File: config.mk
export PLATFORM = sky130hd
export DESIGN_NAME = edge_trigger_bank
export DESIGN_NICKNAME = d
export VERILOG_FILES = /design/src/rtl/edge_trigger_bank.sv
export SDC_FILE = /design/constraint.sdc
export NUM_CORES = 1
export LEC_CHECK = 0
export ABC_AREA = 1
export CORE_ASPECT_RATIO = 2
export CORE_UTILIZATION = 52
export DETAILED_ROUTE_END_ITERATION = 10
export PLACE_DENSITY = 0.76
export SYNTH_ARGS = -nofsm -noshare
export SYNTH_HDL_FRONTEND = slang
export SYNTH_SLANG_ARGS = --single-unit
File: constraint.sdc
create_clock -name clk -period 1.72 [get_ports clk]
set_clock_uncertainty 0.2 [all_clocks]
set_input_delay 0.344 -clock clk [delete_from_list [all_inputs] [get_ports clk]]
set_output_delay 0.344 -clock clk [all_outputs]
set_load 0.005 [all_outputs]
File: src/rtl/edge_trigger_bank.sv
// rtl/edge_trigger_bank.sv - multi-channel synchronised edge trigger with pulse and hold-off
// Optional saturating per-channel event counters: define EDGE_TRIG_COUNT_EN.
module edge_trigger_bank #(
   parameter int N_CH        = 4,
   parameter int SYNC_STAGES = 2,
   parameter int PULSE_W     = 1,
   parameter int HOLDOFF     = 8,
   parameter int CNT_W       = 16
) (
   input  logic                  clk,
   input  logic                  rst,
   input  logic [N_CH-1:0]       start,
   input  logic [2*N_CH-1:0]     mode,
`ifdef EDGE_TRIG_COUNT_EN
   input  logic                  cnt_clr,
   output logic [N_CH*CNT_W-1:0] evt_cnt,
`endif
   output logic [N_CH-1:0]       trigger,
   output logic [N_CH-1:0]       busy
);

   localparam int HO_EFF    = (HOLDOFF > PULSE_W) ? HOLDOFF : PULSE_W;
   localparam bit HAS_HOLD  = (HOLDOFF > PULSE_W);
   localparam int CW        = (HO_EFF > 1) ? $clog2(HO_EFF) : 1;
   localparam int HOLD_LOAD = HAS_HOLD ? (HOLDOFF - PULSE_W - 1) : 0;
   localparam int WW        = $clog2(SYNC_STAGES + 2);

   typedef enum logic [1:0] {IDLE, PULSE, HOLD} state_t;

   // Detection stays masked until the synchronisers and p hold post-reset levels.
   logic [WW-1:0] warm_q;
   logic          armed;

   always_ff @(posedge clk or negedge rst) begin
      if (!rst)
         warm_q <= WW'(SYNC_STAGES + 1);
      else if (warm_q != '0)
         warm_q <= warm_q - 1'b1;
   end

   assign armed = (warm_q == '0);

   for (genvar i = 0; i < N_CH; i++) begin : g_ch
      logic [SYNC_STAGES-1:0] sync_q;
      logic                   p_q;
      logic                   s, rise, fall, off, hit, done, accept;
      logic [1:0]             m;
      state_t                 state_q;
      logic [CW-1:0]          cnt_q;
      logic                   trig_q, busy_q;

      assign m    = mode[2*i +: 2];
      assign s    = sync_q[SYNC_STAGES-1];
      assign rise = s & ~p_q;
      assign fall = ~s & p_q;
      assign off  = (m == 2'b00);
      assign hit  = armed & ((m[0] & rise) | (m[1] & fall));

      // The last busy cycle may accept a new edge so triggers can repeat every HO_EFF cycles.
      assign done   = ((state_q == PULSE) && (cnt_q == '0) && !HAS_HOLD) ||
                      ((state_q == HOLD) && (cnt_q == '0));
      assign accept = hit & ((state_q == IDLE) | done);

      always_ff @(posedge clk or negedge rst) begin
         if (!rst) begin
            sync_q <= '0;
            p_q    <= 1'b0;
         end else begin
            sync_q <= {sync_q[SYNC_STAGES-2:0], start[i]};
            p_q    <= s;
         end
      end

      always_ff @(posedge clk or negedge rst) begin
         if (!rst) begin
            state_q <= IDLE;
            cnt_q   <= '0;
            trig_q  <= 1'b0;
            busy_q  <= 1'b0;
         end else if (off) begin
            state_q <= IDLE;
            trig_q  <= 1'b0;
            busy_q  <= 1'b0;
         end else if (accept) begin
            state_q <= PULSE;
            cnt_q   <= CW'(PULSE_W - 1);
            trig_q  <= 1'b1;
            busy_q  <= 1'b1;
         end else begin
            case (state_q)
               PULSE: begin
                  if (cnt_q != '0) begin
                     cnt_q <= cnt_q - 1'b1;
                  end else if (HAS_HOLD) begin
                     state_q <= HOLD;
                     cnt_q   <= CW'(HOLD_LOAD);
                     trig_q  <= 1'b0;
                  end else begin
                     state_q <= IDLE;
                     trig_q  <= 1'b0;
                     busy_q  <= 1'b0;
                  end
               end
               HOLD: begin
                  if (cnt_q != '0) begin
                     cnt_q <= cnt_q - 1'b1;
                  end else begin
                     state_q <= IDLE;
                     busy_q  <= 1'b0;
                  end
               end
               default: ;
            endcase
         end
      end

      assign trigger[i] = trig_q;
      assign busy[i]    = busy_q;

`ifdef EDGE_TRIG_COUNT_EN
      logic [CNT_W-1:0] evt_q;

      always_ff @(posedge clk or negedge rst) begin
         if (!rst)
            evt_q <= '0;
         else if (cnt_clr)
            evt_q <= '0;
         else if (accept && (evt_q != '1))
            evt_q <= evt_q + 1'b1;
      end

      assign evt_cnt[CNT_W*i +: CNT_W] = evt_q;
`endif
   end

endmodule

# ---- Yosys cells after proc, flatten, opt, wreduce, memory -nomap -nowiden
# Cells that the tools add are included.
dict set report word_totals {
  regBits 42
  output_inout_bits 8
  wordCells 216
}
dict set report op_classes {
  addsub 5
  eq_ne 24
  muxes 64
  bitwise 44
  reduce_logical 54
}
# op n
set op_table {}
lappend op_table {{nonzero test 3 bit} 16}
lappend op_table {{2-to-1 mux 3 bit} 12}
lappend op_table {{2-to-1 mux 2 bit} 16}
lappend op_table {{!= test 4 bit, second input constant} 8}
lappend op_table {{2-to-1 mux 1 bit} 28}
lappend op_table {{AND 1 bit} 24}
lappend op_table {{case mux 3 bit (2 select lines)} 4}
lappend op_table {{AND reduction 3 bit} 8}
lappend op_table {{zero test 2 bit} 9}
lappend op_table {{case mux 2 bit (2 select lines)} 4}
lappend op_table {{AND reduction 2 bit} 8}
lappend op_table {{nonzero test 4 bit} 4}
lappend op_table {{zero test 3 bit} 4}
lappend op_table {{!= test 3 x 2 -> 1 bit, second input constant} 4}
lappend op_table {{!= test 3 bit, second input constant} 4}
lappend op_table {{inverter 1 bit} 12}
lappend op_table {{subtractor 3 x 1 -> 3 bit, second input constant} 4}
lappend op_table {{equality test 2 x 1 -> 1 bit, second input constant} 4}
lappend op_table {{equality test 2 bit, second input constant} 4}
lappend op_table {{bitwise OR 1 bit} 8}
lappend op_table {{logical AND 1 bit} 4}
lappend op_table {{nonzero test 2 bit} 1}
lappend op_table {{subtractor 2 x 1 -> 2 bit, second input constant} 1}

# ---- Depth between registers and ports, before layout
# Gate-level depths: netlist of the first run.
dict set report depth {
  ltp_word 8
  ltp_mapped 11
  ltp_nobuf 11
}

# ---- Least setup slack after synthesis of the first run
# No wires, ideal clock.
dict set report synth_path {
  kind {register to register}
  start {register warm_q[0]}
  end {register g_ch[0].cnt_q[1]}
  setup_time_ns 0.065
  t_arrival_ns 1.372
  t_required_ns 1.455
  slack_ns 0.083
  stages_incl_launch_ff 10
  path_buffers 1
  period_less_slack_ns 1.637
  path_cell_list {dfstp_2 inv_1 ha_1 buf_6 a21boi_2 nand3_2 nand2_1 nand2_1 nand2_1 nand2_1}
}
dict set report synth_between {
  elab_chain_cells 5
  elab_cells_between_ends 7
  classes_between {eq/ne: 1; mux: 1; bitwise: 2; reduce/logical: 3}
}
# element line
set synth_rtl {}
lappend synth_rtl {{from (decl)} 31} ;# logic [WW-1:0] warm_q;
lappend synth_rtl {{from (signal assigned)} 36} ;# warm_q <= WW'(SYNC_STAGES + 1);
lappend synth_rtl {{from (signal assigned)} 38} ;# warm_q <= warm_q - 1'b1;
lappend synth_rtl {{zero test 2 bit *} 41} ;# assign armed = (warm_q == '0);
lappend synth_rtl {{AND 1 bit *} 57} ;# assign hit = armed & ((m[0] & rise) | (m[1] & fall));
lappend synth_rtl {{AND 1 bit *} 62} ;# assign accept = hit & ((state_q == IDLE) | done);
lappend synth_rtl {{!= test 3 x 2 -> 1 bit (no line) or nonzero test 3 bit (tied branches)} n/a}
lappend synth_rtl {{AND reduction 3 bit (no line)} n/a}
lappend synth_rtl {{to (signal assigned)} 86} ;# cnt_q <= CW'(PULSE_W - 1);
lappend synth_rtl {{to (signal assigned)} 93} ;# cnt_q <= cnt_q - 1'b1;
lappend synth_rtl {{to (signal assigned)} 96} ;# cnt_q <= CW'(HOLD_LOAD);
lappend synth_rtl {{to (decl)} 49} ;# logic [CW-1:0] cnt_q;
# Every way passes the cells marked *; elsewhere a longest branch is shown, timed or not.
# A chain may end at the register's enable or synchronous reset.

# ---- Final worst setup path of the first run
dict set report layout_path {
  start {register warm_q[0]}
  end {register g_ch[2].cnt_q[1]}
}
dict set report layout_between {
  elab_chain_cells 5
  elab_cells_between_ends 7
  classes_between {eq/ne: 1; mux: 1; bitwise: 2; reduce/logical: 3}
}
# element line
set layout_rtl {}
lappend layout_rtl {{zero test 2 bit *} 41}
lappend layout_rtl {{AND 1 bit *} 57}
lappend layout_rtl {{AND 1 bit *} 62}
lappend layout_rtl {{!= test 3 x 2 -> 1 bit (no line) or nonzero test 3 bit (tied branches)} n/a}
lappend layout_rtl {{AND reduction 3 bit (no line)} n/a}
lappend layout_rtl {{to (signal assigned)} 86}
lappend layout_rtl {{to (signal assigned)} 93}
lappend layout_rtl {{to (signal assigned)} 96}
lappend layout_rtl {{to (decl)} 49}
# Marked as above.

==> metrics.md, run 1 <==
| Metric | Value |
|---|---|
| Sw Ratio | `41.45%` |
| Post-synthesis sequential area ratio | `41.54%` |
| Total power per unit cell area | `1608 nW/µm²` |
| Vias in the first global route | `2029` |
| Cells after Synth | `306` |
| Worst Setup End Kind | `flop` |
| Setup TNS | `0 ps` |
| Reg2Reg Depth | `8` |
| Initial antenna violation count | `0` |
| Leakage power | `1.787 nW` |
| R2r setup slk | `40 ps` |
| Actual slew at the worst max-slew pin | `441.1 ps` |
| Max-slew violation count | `0` |
| Number of I/O pins | `22` |
| Crit path from | `warm_q[0]` |
| Yosys cell types | `26` |
| Clock sinks | `42` |
| Synthesis-stage register bit count | `42` |
| Fillers | `381` |
| Startpoint types | `flop` |
| Status | `complete, no violations` |
| Initial Util | `54.64%` |
| Final Hold Fails | `0` |
| Req. time, crit path | `1710 ps` |
| Htree depth | `2` |
| Detailed-route wire length | `5146 µm` |
| RR Startpoint | `warm_q[0]` |
| Final setup violation count | `0` |
| CTS Buffer Depth | `2` |
| Fin nets | `394` |
| Pwr Total | `5.247 mW` |
| Grt total ovfl | `0` |
| Iter 0 DRT Violations | `38` |
| Die X | `51.38 µm` |
| EDFF count, synth | `0` |
| CTS Root Cell | `clkbuf_8` |
| FF-to-FF End | `g_ch[2].cnt_q[1]` |
| Worst rel slew slack | `70.49%` |
| Max_cap viols | `0` |
| Vias | `2120` |
| Hold path start | `g_ch[1].sync_q[0]` |
| P_int | `3.072 mW` |
| Async set-reset flop share out of synthesis | `100.0%` |
| Min Tclk post-route | `1682 ps` |
| RePlAce Congestion | `0.8221` |
| Final period util | `97.79%` |
| Largest net degree at the start of global routing | `17` |
| # rows | `35` |
| Die ar. | `5177 µm²` |
| Core area | `4642 µm²` |
| Post-DP HPWL | `3434 µm` |
| Hold EP | `g_ch[1].sync_q[1]` |
| Global-route wire length before repair | `8073 µm` |
| Area grow syn2layout | `28.66%` |
| Layout cells sized above 1 | `26.67%` |
| # DRC | `0` |
| Netlist Area Pre-Place | `2536 µm²` |
| Syn nets | `341` |
| Die H | `100.8 µm` |
| Drt pass-1 iters | `4` |
| Cts bufs inserted | `5` |
| Hold-critical path depth | `0` |
| P_sw | `2.174 mW` |
| Hold crit path type | `flop to flop` |
| IO buf count | `21` |
| Combinational power share | `56.6%` |
| WL per Instance | `12.40 µm` |
| Critical path class | `flop to flop` |
| CP max-delay cell | `dfstp_2` |
| Max Freq | `594.5 MHz` |
| Routed Antenna Nets | `0` |
| Synth warn | `0` |
| Post-Syn Area per Cell | `8.288 µm²` |
| Diodes inserted | `0` |
| Critical path cell sequence | `inv_2 -> ha_4 -> a21boi_4 -> nand3_4 -> nand2_4 -> buf_4 -> nand3_1 -> nand2_1` |
| Clock network fraction of design power | `14.1%` |
| Reg power frac | `29.3%` |
| Crit Path Max Fanout | `8` |
| TritonCTS clock tree | `yes` |
| Critical Path AT | `1680 ps` |
| Max VDD drop | `1.318 mV` |
| Vias/cell | `5.108` |
| Skew-Pair Late Insertion Delay | `290 ps` |
| Slowest stage delay, CP | `550 ps` |
| GRT Overall Usage | `20.64%` |
| Reg clk slew, reported paths | `80 ps` |
| Most used DFF post-synth | `dfrtp_1` |
[kinds of logic (layout without fill, tap and decap cells)]
family	after synthesis	after routing	share of synthesized area (%)
DFF	42	42	41.54
buffers and inverters	71	125	11.99
xor gates and xnor gates	5	5	1.727
and+or+nand+nor	130	130	24.47
adders and majority gates	21	21	10.36
AOI/OAI and AO/OA	37	37	9.916
[registers in the layout, indices dropped and copies added, names as in the netlist]
signal / count
g_ch.state_q: 8
g_ch.trig_q: 4
g_ch.cnt_q: 12
warm_q: 2
g_ch.sync_q: 8
g_ch.p_q: 4
g_ch.busy_q: 4
[how the worst max path moves through the flow]
stage	slack [ps]	cells after the start	endpoint
detailed placement	-160	8	g_ch[1].cnt_q[0]
global placement	-130	8	g_ch[3].cnt_q[2]
global route	-30	9	g_ch[2].cnt_q[0]
finish	40	8	g_ch[2].cnt_q[1]
CTS	3	8	g_ch[3].cnt_q[0]
floorplan	80	9	g_ch[0].cnt_q[1]
[power by group through the flow]
stage	combinational (mW)	clock (mW)	sequential, mW
after floorplan	1.95	0	1.49
after global placement	2.47	0	1.53
after detailed placement	2.54	0	1.54
after CTS	2.59	0.762	1.52
after global routing	3.36	0.801	1.57
final	2.97	0.742	1.54
[layout make-up]
type	instances	area, µm²	share of cell area [%]
well taps	55	68.82	2.109
inverters	62	232.7	7.132
repair buffers	55	494.2	15.15
clock buffers	8	110.1	3.374
multi-input cells	193	1304	39.95
flip-flops and latches	42	1054	32.29
[per-stage QoR]
step / instances / cell area [µm²] / hold WS, ps / utilization (%) / worst slack, ps
after floorplan: 306 / 2536 / -151.6 / - / 82.95
final: 415 / 3263 / 152.0 / 70.30 / 37.96
after detailed placement: 394 / 2909 / 89.02 / 62.67 / -162.6
after CTS: 403 / 3044 / 154.9 / 65.58 / 3.095
after global placement: 394 / 2909 / 88.82 / 62.67 / -126.9
after global routing: 415 / 3263 / 166.4 / 70.30 / -28.72
[layer usage]
layer  GRT usage (%)  vias up  part of all wire (%)
li1                -     1048                     -
met1           20.27     1020                    37
met2           39.76       36                    58
met3           2.866       16                   2.5
met4           9.979        0                   3.1
met5               0        -                     0
[critical path: cells and delay by family (launching register included)]
family | cells | cell delay [ps]
and+or+nand+nor | 4 | 310
buffers and inverters | 2 | 180
adders and majority gates | 1 | 180
DFF | 1 | 550
AOI/OAI and AO/OA | 1 | 150
[repair_timing]
item                                   4_1_cts  5_1_grt
setup endpoints to repair                   27       32
resized for setup                            3       43
pin swaps                                    0        9
endpoints found under the hold margin       11        0
setup buffers                                0       12
hold buffers                                 1        0
[cell usage in the layout, fill, tap and decap left out, types with 8 or more instances in the layout]
cell type	n
inv_2	15
clkbuf_8	8
o21ai_0	8
buf_4	31
clkdlybuf4s50_1	14
nand2_1	79
dfrtp_1	40
ha_1	12
a21oi_1	16
inv_1	47
nand3_1	17
[cell usage after synthesis (3+ instances only)]
| cell type | instances | area [µm²] |
|---|---|---|
| nand2_1 | 84 | 315.3 |
| inv_1 | 58 | 217.7 |
| dfrtp_1 | 40 | 1001 |
| ha_1 | 21 | 262.8 |
| nand3_1 | 20 | 100.1 |
| a21oi_1 | 16 | 80.08 |
| o21ai_0 | 9 | 45.04 |
| buf_4 | 8 | 60.06 |
| nor2_1 | 8 | 30.03 |
| o21ai_1 | 5 | 25.02 |
| xnor2_1 | 5 | 43.79 |
| inv_2 | 4 | 15.01 |
| nand3_2 | 4 | 40.04 |
| nand2_2 | 3 | 18.77 |
| nand3_4 | 3 | 52.55 |
Note: power is estimated with default switching activity, not from simulation.
==> run 2, diff against run 1 <==
--- a/config.mk
+++ b/config.mk
@@ -6,6 +6,7 @@
 export NUM_CORES = 1
 export LEC_CHECK = 0
 export ABC_AREA = 1
+export CAP_MARGIN = 20
 export CORE_ASPECT_RATIO = 2
 export CORE_UTILIZATION = 52
 export DETAILED_ROUTE_END_ITERATION = 10
==> results of run 2 <==
Same layout as run 1: the final DEF is identical, and so are final timing and power.
